File: config.mk
export PLATFORM = sky130hd
export DESIGN_NAME = mem_arbiter
export DESIGN_NICKNAME = d
export VERILOG_FILES = /design/src/rtl/mem_arbiter_pkg.sv /design/src/rtl/mem_arbiter_beat_counter.sv /design/src/rtl/mem_arbiter.sv
export SDC_FILE = /design/constraint.sdc
export NUM_CORES = 1
export LEC_CHECK = 0
export ABC_CLOCK_PERIOD_IN_PS = 1690
export CAP_MARGIN = 5
export CORE_MARGIN = 5
export CORE_UTILIZATION = 32
export CTS_CLUSTER_DIAMETER = 200
export DETAILED_ROUTE_END_ITERATION = 10
export PLACE_DENSITY = 0.77
export SYNTH_ARGS = -nofsm -noshare
export SYNTH_HDL_FRONTEND = slang
export SYNTH_HIERARCHICAL = 1
export SYNTH_SLANG_ARGS = --single-unit
File: constraint.sdc
create_clock -name clk -period 1.69 [get_ports clk]
set_input_delay 0.338 -clock clk [delete_from_list [all_inputs] [get_ports clk]]
set_output_delay 0.338 -clock clk [all_outputs]
set_load 0.005 [all_outputs]
File: src/rtl/mem_arbiter_pkg.sv
`default_nettype none
// +----------------------------------------------------------------------------+
// | mem_arbiter_pkg                                                            |
// | Shared memory-arbiter constants, state encodings and block-base helper.    |
// | Revision: 1.0                                                              |
// +----------------------------------------------------------------------------+
package mem_arbiter_pkg;

    localparam int c_ADDR_W = 16;
    localparam int c_BEATS  = 8;
    localparam int c_OFS_W  = 3;
    localparam int c_CNT_W  = 4;

    localparam logic [1:0] c_ST_IDLE   = 2'd0;
    localparam logic [1:0] c_ST_IFILL  = 2'd1;
    localparam logic [1:0] c_ST_DFILL  = 2'd2;
    localparam logic [1:0] c_ST_DWRITE = 2'd3;

    // A block spans BEATS 16-bit words, i.e. the low OFS_W+1 byte-address bits.
    function automatic logic [c_ADDR_W-1:0] block_base(input logic [c_ADDR_W-1:0] addr);
        return addr & {{(c_ADDR_W-c_OFS_W-1){1'b1}}, {(c_OFS_W+1){1'b0}}};
    endfunction

endpackage
`default_nettype wire

File: src/rtl/mem_arbiter_beat_counter.sv
`default_nettype none
// +----------------------------------------------------------------------------+
// | mem_arbiter_beat_counter                                                   |
// | Up-counter with increment enable, synchronous clear and saturation.        |
// | Revision: 1.0                                                              |
// +----------------------------------------------------------------------------+
module mem_arbiter_beat_counter
    import mem_arbiter_pkg::*;
#(
    parameter int WIDTH = c_CNT_W,
    parameter int LIMIT = c_BEATS
) (
    input  logic             clk,
    input  logic             rst_n,
    input  logic             i_clr,
    input  logic             i_inc,
    output logic [WIDTH-1:0] o_count
);

    localparam logic [WIDTH-1:0] c_LIMIT = WIDTH'(LIMIT);

    logic [WIDTH-1:0] r_count;

    always_ff @(posedge clk) begin
        if (!rst_n || i_clr) begin
            r_count <= '0;
        end else if (i_inc && (r_count != c_LIMIT)) begin
            r_count <= r_count + 1'b1;
        end
    end

    assign o_count = r_count;

endmodule
`default_nettype wire

File: src/rtl/mem_arbiter.sv
`default_nettype none
// +----------------------------------------------------------------------------+
// | mem_arbiter                                                                |
// | Shares main memory between I-fill, D-fill and D write-through traffic.     |
// | Revision: 1.0                                                              |
// +----------------------------------------------------------------------------+
module mem_arbiter
    import mem_arbiter_pkg::*;
#(
    parameter int MEM_LAT = 4,
    parameter int BEATS   = c_BEATS
) (
    input  logic        clk,
    input  logic        rst_n,
    input  logic        ic_req,
    input  logic [15:0] ic_addr,
    input  logic        dc_req,
    input  logic [15:0] dc_addr,
    input  logic        dc_wr_req,
    input  logic [15:0] dc_wr_addr,
    input  logic [15:0] dc_wr_data,
    input  logic        mem_data_valid,
    output logic [15:0] mem_addr,
    output logic        mem_enable,
    output logic        mem_wr,
    output logic [15:0] mem_wdata,
    output logic        ic_grant,
    output logic        dc_grant,
    output logic        ic_beat_valid,
    output logic        dc_beat_valid,
    output logic [2:0]  beat_idx,
    output logic        ic_fill_done,
    output logic        dc_fill_done,
    output logic        dc_wr_done
);

    localparam logic [c_CNT_W-1:0] c_FULL = c_CNT_W'(BEATS);
    localparam logic [c_CNT_W-1:0] c_LAST = c_CNT_W'(BEATS - 1);

    // Latency is a property of the memory; beats are counted, never timed.
    if (MEM_LAT < 1) begin : g_lat_unsupported
    end

    logic [1:0]          r_state;
    logic [1:0]          w_next_state;
    logic [15:0]         r_base;
    logic [15:0]         w_next_base;
    logic [c_CNT_W-1:0]  w_issue_cnt;
    logic [c_CNT_W-1:0]  w_beat_cnt;
    logic                w_in_fill;
    logic                w_issuing;
    logic                w_beat_valid;
    logic                w_fill_done;
    logic                w_pick;
    logic                w_cnt_clr;
    logic                w_write;

    always_comb begin
        w_in_fill    = (r_state == c_ST_IFILL) || (r_state == c_ST_DFILL);
        w_write      = (r_state == c_ST_DWRITE);
        w_issuing    = w_in_fill && (w_issue_cnt < c_FULL);
        w_beat_valid = w_in_fill && mem_data_valid;
        w_fill_done  = w_beat_valid && (w_beat_cnt == c_LAST);
        w_pick       = (r_state == c_ST_IDLE) || w_write || w_fill_done;
        w_cnt_clr    = !w_in_fill || w_fill_done;

        w_next_state = r_state;
        w_next_base  = r_base;
        if (w_pick) begin
            if (dc_req) begin
                w_next_state = c_ST_DFILL;
                w_next_base  = block_base(dc_addr);
            end else if (dc_wr_req) begin
                w_next_state = c_ST_DWRITE;
            end else if (ic_req) begin
                w_next_state = c_ST_IFILL;
                w_next_base  = block_base(ic_addr);
            end else begin
                w_next_state = c_ST_IDLE;
            end
        end
    end

    always_ff @(posedge clk) begin
        if (!rst_n) begin
            r_state <= c_ST_IDLE;
            r_base  <= '0;
        end else begin
            r_state <= w_next_state;
            r_base  <= w_next_base;
        end
    end

    mem_arbiter_beat_counter #(
        .WIDTH (c_CNT_W),
        .LIMIT (BEATS)
    ) u_issue_cnt (
        .clk     (clk),
        .rst_n   (rst_n),
        .i_clr   (w_cnt_clr),
        .i_inc   (w_issuing),
        .o_count (w_issue_cnt)
    );

    mem_arbiter_beat_counter #(
        .WIDTH (c_CNT_W),
        .LIMIT (BEATS)
    ) u_beat_cnt (
        .clk     (clk),
        .rst_n   (rst_n),
        .i_clr   (w_cnt_clr),
        .i_inc   (w_beat_valid),
        .o_count (w_beat_cnt)
    );

    always_comb begin
        mem_addr = '0;
        if (w_issuing) begin
            mem_addr = r_base | {{(c_ADDR_W-c_OFS_W-1){1'b0}}, w_issue_cnt[c_OFS_W-1:0], 1'b0};
        end else if (w_write) begin
            mem_addr = dc_wr_addr;
        end
    end

    assign mem_enable    = w_issuing || w_write;
    assign mem_wr        = w_write;
    assign mem_wdata     = w_write ? dc_wr_data : '0;
    assign ic_grant      = (r_state == c_ST_IFILL);
    assign dc_grant      = (r_state == c_ST_DFILL) || w_write;
    assign ic_beat_valid = w_beat_valid && (r_state == c_ST_IFILL);
    assign dc_beat_valid = w_beat_valid && (r_state == c_ST_DFILL);
    assign beat_idx      = w_beat_valid ? w_beat_cnt[c_OFS_W-1:0] : '0;
    assign ic_fill_done  = w_fill_done && (r_state == c_ST_IFILL);
    assign dc_fill_done  = w_fill_done && (r_state == c_ST_DFILL);
    assign dc_wr_done    = w_write;

endmodule
`default_nettype wire

==> flow_summary.yaml <==
placement:
  place.gp.congestion: 0.8566
  dp_hpwl_um: 4357
  placed_area_sq_um: 2948
  numPortBuffers: 105
timing:
  fmax_mhz: 525.6
  slew_viol_final: 0
  period_share_pct: 112.6
  max_slew_margin_pct: 87.38
  hold_viol: 0
  worst_pin_slew_ns: 0.1887
  setup_tns_ns: -3.918
  setup_viol: 30
  setup_slack_ns: -0.2125
  fin_worst_skew_ns: 0.003171
  rsz0062_at_grt: "yes"
  fin_worst_hold_slack_ns: 0.4694
  finalCriticalPeriod_ns: 1.903
pwr:
  power.total_uw: 2709
  ir_drop_mv: 0.4667
  pwr_density_cell_nw_per_um2: 850.2
  leakage_uw: 0.001490
grt:
  grt_pass1_vias: 1822
  grt_pass1_wl_um: 8680
  grt_overflow_total: 0
  grt_max_degree: 29
  antenna_found_initial: 0
  grtUsageTotal_pct: 16.48
logic_synthesis:
  synth_nets: 291
  synth-edff-count: 0
  yosys-top-cells-count: "nand2_1, dfxtp_1, and2_1"
  synth_warnings: 6
  synth_flop_cell: "dfxtp_1"
  syn-instance-count: 214
  synth_top_area_cell: "dfxtp_1"
  post_synth_instance_area_sq_um: 1669
  ys_ff_latch: 22
  synth-async-reset-ratio_pct: 0
  yosysTopAreaCellShare_pct: 26.39
  yosysSeqAreaShare_pct: 26.39
  avgSynthCellArea_sq_um: 7.800
  yosysMostFrequentCell: "nand2_1"
  synthTopCellsByArea: "dfxtp_1, nand2_1, mux2i_1"
  yosysUniqueCellTypes: 31
final_layout:
  seqCellArea_sq_um: 442.9
  nFillCells: 426
  antenna_cells: 0
  fin_nets: 426
  fin_util_pct: 62.80
  multi_input_area_sq_um: 1252
  drive_gt1_share_pct: 40.23
  area_growth_syn_to_layout_pct: 90.93
  fin_area_sq_um: 3187
worst_setup_path:
  arrival_ns: 1.56
  crit_required_ns: 1.35
  r2r-start: "r_state[0]"
  worst_setup_path_end_kind: "output port"
  crit_type: "reg2out"
  crit_path_start: "r_state[0]"
  worst_setup_path_start_kind: "flop"
  path_max_fanout: 8
clocking:
  hold_buffers: 0
  cts.sinks: 22
  htreeDepth: 1
  tritoncts: "done"
  clk_pin_slew_ns: 0.08
  ctsLongestPathBuffers: 2
  root_buffer: "clkbuf_8"
  cts_buffers: 3
  clock_latency_ns: 0.26
detailed_routing:
  drt_first_pass_iters: 4
  viasPerCell: 4.679
  routed_wirelength_um: 5896
  vias: 1956
  routedWlPerCell_um: 14.11
  drc_errors: 0
  initialDrtViolationCount: 63
  final_antenna_net_count: 0
floorplan:
  die-width_um: 82.22
  start_util_pct: 32.89
  rows: 26
  die_area_sq_um: 6760
  dieHeight_um: 82.22
  ios: 114
  core-area_sq_um: 5075
run_status:
  status: "finished with violations"
  violations: "setup timing"
hold_path:
  hp-start: "r_base[5]"
  min-delay-path-class: "reg2reg"
run:
  maxCapViolations: 0
-- layout by cell type (no fill, tap or decap), drive strengths merged --
master,netlist,layout
a21o,3,3
a21oi,7,7
and2,21,21
and2b,1,1
and3,4,4
and3b,1,1
and4b,1,1
buf,7,71
clkbuf,6,12
clkdlybuf4s15,0,1
clkdlybuf4s50,0,61
dfxtp,22,22
dlygate4sd2,0,2
ha,7,7
inv,8,8
mux2,12,12
mux2i,14,14
nand2,61,61
nand2b,2,2
nand3,2,2
nand3b,2,2
nand4,2,2
nand4b,2,2
nor2,4,4
nor2b,1,1
o211ai,1,1
o21ai,16,16
o21ba,2,2
o221ai,1,1
or2,2,2
xor2,2,2
-- per-stage QoR --
| step | cells | setup slack, ns |
|---|---|---|
| final | 418 | -0.2125 |
| after global routing | 418 | -0.2766 |
| after CTS | 416 | -0.2077 |
| after detailed placement | 397 | -0.4479 |
| after global placement | 397 | -0.4198 |
| after floorplan | 214 | 0.04919 |
-- sequential cells by signal, summed over array words and instances, names as in the netlist --
name,cells
r_base,12
r_state,2
u_beat_cnt/o_count,4
u_issue_cnt/o_count,4
-- worst paths after layout --
check	to	slack (ns)	cells after the start
setup / recovery	mem_enable	-0.21	7
hold / removal	r_base[5]	0.47	2
setup reg to reg	u_beat_cnt/o_count[1]	0.06	9
hold reg to reg	r_base[5]	0.47	2
-- power breakdown --
part           switching [uW]  leakage, uW  total, uW  internal (uW)
Combinational             687      0.00128       1670            982
Clock                     168    0.0000288        375            207
Sequential               64.9     0.000180        665            600
-- cell families (layout without fill, tap and decap cells) --
logic type / after synthesis / in the layout / synth area share (%)
AOI/OAI and AO/OA: 30 / 30 / 11.69
xor gates and xnor gates: 2 / 2 / 1.050
adders and majority gates: 7 / 7 / 5.247
muxes: 26 / 26 / 16.49
DFF: 22 / 22 / 26.39
buffers and inverters: 21 / 155 / 6.147
and+or+nand+nor: 106 / 106 / 32.98
-- what timing repair did --
action / in CTS / in global routing
gates cloned: 4 / 0
resized for setup: 193 / 39
endpoints found under the setup margin: 49 / 40
buffers inserted: 11 / 5
pin swaps: 15 / 7
-- routing by layer --
layer  global-route usage, %  up-vias  wire length, um
li1                        -      976                -
met1                   18.82      890             2312
met2                   30.05       78             2954
met3                   3.145       12              511
met4                   6.146        0              116
met5                       0        -                0
-- worst max-delay path: stages, from the launching register on --
cell,delay [ns]
dfxtp_2,0.34
inv_2,0.04
ha_4,0.28
nor2_4,0.05
buf_12,0.13
buf_12,0.13
or2_4,0.22
buf_6,0.11
-- cell type report --
cell class | instances | area share, %
flip-flops and latches | 22 | 13.90
clock buffers | 4 | 1.728
well taps | 70 | 2.748
repair buffers | 143 | 41.38
inverters | 8 | 0.9423
multi-input cells | 171 | 39.30
No activity file was read; power rests on OpenSTA's default activity.
